**src/rtl/param_plru_ctrl.sv**
```systemverilog
// Tree pseudo-LRU replacement controller.
// Sits in front of the per-set PLRU state array: drives the read index, takes
// the combinational read data, and issues one registered write per update.
// A hit marks the hitting way MRU. A miss latches a victim, holds it until the
// fill finishes, and then marks the victim MRU.
module param_plru_ctrl #(
  parameter int Ways      = 4,
  parameter int Sets      = 8,
  parameter int Set_index = $clog2(Sets) - 1,
  parameter int Width     = Ways - 1,
  parameter int Way_bits  = $clog2(Ways)
) (
  input  logic                 clk,
  input  logic                 rst,
  input  logic                 acc_valid,
  input  logic [Set_index:0]   acc_index,
  input  logic                 acc_hit,
  input  logic [Way_bits-1:0]  acc_way,
  input  logic                 fill_done,
  input  logic [Width-1:0]     lru_rdata,
  output logic [Set_index:0]   lru_rindex,
  output logic                 lru_load,
  output logic [Set_index:0]   lru_windex,
  output logic [Width-1:0]     lru_wdata,
  output logic [Way_bits-1:0]  victim_way,
  output logic                 victim_valid,
  output logic                 busy
);

  typedef enum logic {IDLE = 1'b0, MISS_WAIT = 1'b1} state_t;

  state_t               state_q, state_d;
  logic [Set_index:0]   miss_idx_q, miss_idx_d;
  logic [Way_bits-1:0]  victim_q, victim_d;
  logic                 vvalid_q, vvalid_d;
  logic                 load_q, load_d;
  logic [Set_index:0]   windex_q, windex_d;
  logic [Width-1:0]     wdata_q, wdata_d;
  logic [Width-1:0]     eff;

  // Walk root-to-leaf along way w; each visited node is pointed away from w.
  // At depth d the way goes right when its bit (Way_bits-1-d) is set.
  function automatic logic [Width-1:0] plru_update(input logic [Width-1:0]    s,
                                                   input logic [Way_bits-1:0] w);
    logic [Width-1:0] r;
    int               node;
    r    = s;
    node = 0;
    for (int d = 0; d < Way_bits; d++) begin
      r[node] = ~w[Way_bits-1-d];
      node    = 2 * node + 1 + int'(w[Way_bits-1-d]);
    end
    return r;
  endfunction

  // Follow the tree bits from the root; the direction taken at each depth
  // is the corresponding way-index bit.
  function automatic logic [Way_bits-1:0] plru_victim(input logic [Width-1:0] s);
    logic [Way_bits-1:0] v;
    int                  node;
    v    = '0;
    node = 0;
    for (int d = 0; d < Way_bits; d++) begin
      v[Way_bits-1-d] = s[node];
      node            = 2 * node + 1 + int'(s[node]);
    end
    return v;
  endfunction

  // Read index follows the access in IDLE and sticks to the miss set otherwise.
  always_comb begin
    lru_rindex = (state_q == MISS_WAIT) ? miss_idx_q : acc_index;
  end

  // Forward the in-flight write when it targets the set being read, since the
  // array has not committed it yet.
  always_comb begin
    eff = (load_q && (windex_q == lru_rindex)) ? wdata_q : lru_rdata;
  end

  // Next-state and update scheduling.
  always_comb begin
    state_d    = state_q;
    miss_idx_d = miss_idx_q;
    victim_d   = victim_q;
    vvalid_d   = vvalid_q;
    load_d     = 1'b0;
    windex_d   = windex_q;
    wdata_d    = wdata_q;
    case (state_q)
      IDLE: begin
        if (acc_valid) begin
          if (acc_hit) begin
            load_d   = 1'b1;
            windex_d = acc_index;
            wdata_d  = plru_update(eff, acc_way);
          end else begin
            miss_idx_d = acc_index;
            victim_d   = plru_victim(eff);
            vvalid_d   = 1'b1;
            state_d    = MISS_WAIT;
          end
        end
      end
      MISS_WAIT: begin
        if (fill_done) begin
          load_d   = 1'b1;
          windex_d = miss_idx_q;
          wdata_d  = plru_update(eff, victim_q);
          vvalid_d = 1'b0;
          state_d  = IDLE;
        end
      end
      default: state_d = IDLE;
    endcase
  end

  // State, victim and write-stage registers; reset drops any pending work.
  always_ff @(posedge clk) begin
    if (rst) begin
      state_q    <= IDLE;
      miss_idx_q <= '0;
      victim_q   <= '0;
      vvalid_q   <= 1'b0;
      load_q     <= 1'b0;
      windex_q   <= '0;
      wdata_q    <= '0;
    end else begin
      state_q    <= state_d;
      miss_idx_q <= miss_idx_d;
      victim_q   <= victim_d;
      vvalid_q   <= vvalid_d;
      load_q     <= load_d;
      windex_q   <= windex_d;
      wdata_q    <= wdata_d;
    end
  end

  assign lru_load     = load_q;
  assign lru_windex   = windex_q;
  assign lru_wdata    = wdata_q;
  assign victim_way   = victim_q;
  assign victim_valid = vvalid_q;
  assign busy         = vvalid_q;

endmodule

```
**config.mk**
```make
export PLATFORM = sky130hd
export DESIGN_NAME = param_plru_ctrl
export DESIGN_NICKNAME = d
export VERILOG_FILES = /design/src/rtl/param_plru_ctrl.sv
export SDC_FILE = /design/constraint.sdc
export NUM_CORES = 1
export LEC_CHECK = 0
export ABC_CLOCK_PERIOD_IN_PS = 2560
export CAP_MARGIN = 20
export CORE_AREA = 2 2 45 47
export DETAILED_ROUTE_END_ITERATION = 10
export DIE_AREA = 0 0 47 49
export HOLD_SLACK_MARGIN = 0.06
export PLACE_DENSITY = 0.72
export SKIP_LAST_GASP = 1
export SYNTH_ARGS = -nofsm -noshare
export SYNTH_HDL_FRONTEND = slang
export SYNTH_SLANG_ARGS = --single-unit
```
**constraint.sdc**
```tcl
create_clock -name clk -period 2.56 [get_ports clk]
set_clock_uncertainty 0.05 [all_clocks]
set_input_delay 0.384 -clock clk [delete_from_list [all_inputs] [get_ports clk]]
set_output_delay 0.384 -clock clk [all_outputs]
set_load 0.005 [all_outputs]
```
==> reports/metrics.cfg <==
[timing]
finalCriticalPeriod_ns = 2.25
finalSetupTns_ns = 0
max_freq_mhz = 443
slew_violations = 0
period_share_pct = 88.1
tightest_slew_ns = 0.516
setup_viol = 0
rsz0062_at_grt = false
worst_slack_ns = 0.305
relSlewSlack_pct = 65.6
hold_viol = 0

[logic_synthesis]
synth_seq_cells = 14
synthArstFlopShare_pct = 0
synth_edf_count = 0
synth_cells = 89
synth_cell_types = 24
ys.flop_type = dfxtp_1
seq_area_frac_synth_pct = 39.4
ys_warn_count = 0
syn_nets = 102
syn_area_um2 = 712
syn_area_per_cell_um2 = 8.00

[grt]
grt-ovfl-total = 0
antenna_found_initial = 0
grt_pass1_wl_um = 2740
grt_pass1_vias = 636
grt_max_degree = 18
track_usage_pct = 16.2

[pwr]
internal_power_mw = 0.361
vdd_drop_max_mv = 0.275
switching_power_mw = 0.131
clkPwrFrac_pct = 24.1
p_leak_nw = 0.374
seq_power_share_pct = 51.1
combPwrFrac_pct = 24.8
p_per_area_mw_per_mm2 = 484
switching_share_pct = 26.6

[worst_setup_path]
required_ns = 2.13
reg2regPathDepth = 5
critical_path.max_stage_delay_ns = 0.65
setup.worst_path.class = reg2out
worstReg2RegStart = state_q
crit_path_end_kind = output pin
critPathMaxFanout = 13
r2r_end = victim_way[0]
cp_top_family = flip-flops
worstSetupStartpointType = flop
crit_slowest_cell = dfxtp_1
critPathBufInv = 2
regToRegSetupSlack_ns = 0.37
crit_chain = mux2i_1, inv_1, clkdlybuf4s50_1
critPathArrivalTime_ns = 1.82

[worst_hold_path]
worst_hold_path.endpoint = miss_idx_q[1]
holdCritPathClass = reg2reg
hold_depth = 2
min_from = miss_idx_q[1]

[floorplanning]
start_util_pct = 38.7
die_area_mm2 = 0.00230
die-width_um = 47
core_mm2 = 0.00184
die_h_um = 49
core.rowCount = 16
io_pins = 27

[clock_tree]
clk_pin_slew_ns = 0.08
cts_tree = done
cts_resized = 0
post_cts_buffers = 0
clk-insertion-delay-late_ns = 0.27
cts_hold_buf = 0
cts_max_level = 1
clock_sinks = 14
cts_made_buffers = 3
cts_root_buf = clkbuf_4
cts_buffer_depth = 2

[place]
place.gp.congestion = 0.823
dpl.hpwl_um = 1320
dp_slack_ns = 0.299
io_buffer_count = 26
dpl_cell_area_um2 = 993

[finish]
final_area_mm2 = 0.00102
syn_to_final_growth_pct = 42.7
diodes = 0
nNetsFinal = 129
multi_input_area_um2 = 389
drive_gt1_share_pct = 4.39
layout_common_cells = 26 x clkdlybuf4s50_1, 14 x nand2_1, 14 x dfxtp_1
seq_area_um2 = 280
layout_commonest_cell = clkdlybuf4s50_1
fillCellCount = 182

[run_status]
status = finished clean

[detailed_routing]
drt-total-wl_um = 1730
drt_iter0_drc = 4
firstDrtPassIters = 4
drc_errors = 0
ant_nets = 0
via_per_inst = 5.12
wl_per_cell_um = 12.3
vias = 722

[run]
maxCapViolations = 0

cell families after synthesis:
logic type	after synthesis	synth area share (%)
simple gates	36	23.9
mux	7	9.84
flops	14	39.4
buf+inv	10	5.97
compound gates	19	17.2
xor+xnor	3	3.69
Yosys cell counts, types with 2 or more instances:
master	count	area (um2)
nor2b_1	3	18.8
nor2_1	7	26.3
clkbuf_1	4	15.0
nand3_1	4	20.0
a211oi_1	4	30.0
a21oi_1	7	35.0
mux2i_1	7	70.1
dfxtp_1	14	280
xor2_1	3	26.3
nand2_1	14	52.6
nor3_1	2	10.0
o21ai_0	2	10.0
nand2b_1	3	18.8
inv_1	4	15.0
a31oi_1	2	12.5
through the flow:
step	total power, mW	utilization [%]	hold WS [ns]	instances
2_1_floorplan	0.310	-	0.386	89
3_3_place_gp	0.375	53.9	0.393	138
3_5_place_dp	0.378	53.9	0.399	138
4_1_cts	0.500	55.2	0.411	141
5_1_grt	0.522	55.2	0.426	141
6_report	0.491	55.2	0.406	141
routing by layer:
metal / GRT usage, % / part of all wire [%] / vias up
li1: - / - / 364
met1: 19.8 / 46 / 329
met2: 25.6 / 47 / 23
met3: 2.96 / 4.9 / 6
met4: 9.26 / 2.4 / 0
met5: 0 / 0 / -
flip-flops by register name, indices dropped and copies added, names as in the netlist:
| name | flops |
|---|---|
| busy | 1 |
| lru_windex | 3 |
| state_q | 1 |
| lru_wdata | 3 |
| victim_way | 2 |
| lru_load | 1 |
| miss_idx_q | 3 |
power by group through the flow:
stage / clock (mW) / combinational, mW / sequential, mW
6_report: 0.118 / 0.122 / 0.251
3_5_place_dp: 0 / 0.123 / 0.256
4_1_cts: 0.126 / 0.123 / 0.251
2_1_floorplan: 0 / 0.0572 / 0.252
5_1_grt: 0.134 / 0.135 / 0.253
3_3_place_gp: 0 / 0.120 / 0.255
worst max path at each step:
stage / startpoint / to / slack [ns] / depth (start not counted)
after floorplan: state_q / victim_way[0] / 0.75 / 6
after global placement: acc_index[1] / victim_way[0] / 0.35 / 6
after detailed placement: acc_index[1] / victim_way[0] / 0.30 / 6
after CTS: state_q / lru_rindex[1] / 0.28 / 3
after global routing: state_q / lru_rindex[1] / 0.18 / 3
final: state_q / lru_rindex[1] / 0.31 / 3
tightest hold or removal path: stages (launching register included):
cell	delay (ns)
dfxtp_1	0.31
nand2_1	0.05
a21oi_1	0.05
area by class of cell:
| class | count | share of cell area, % |
|---|---|---|
| Sequential cell | 14 | 27.6 |
| Multi-Input combinational cell | 65 | 38.3 |
| Clock buffer | 3 | 2.22 |
| Inverter | 4 | 1.48 |
| Timing Repair Buffer | 28 | 27.1 |
| Tap cell | 27 | 3.33 |
Note: power is estimated with default switching activity, not from simulation.
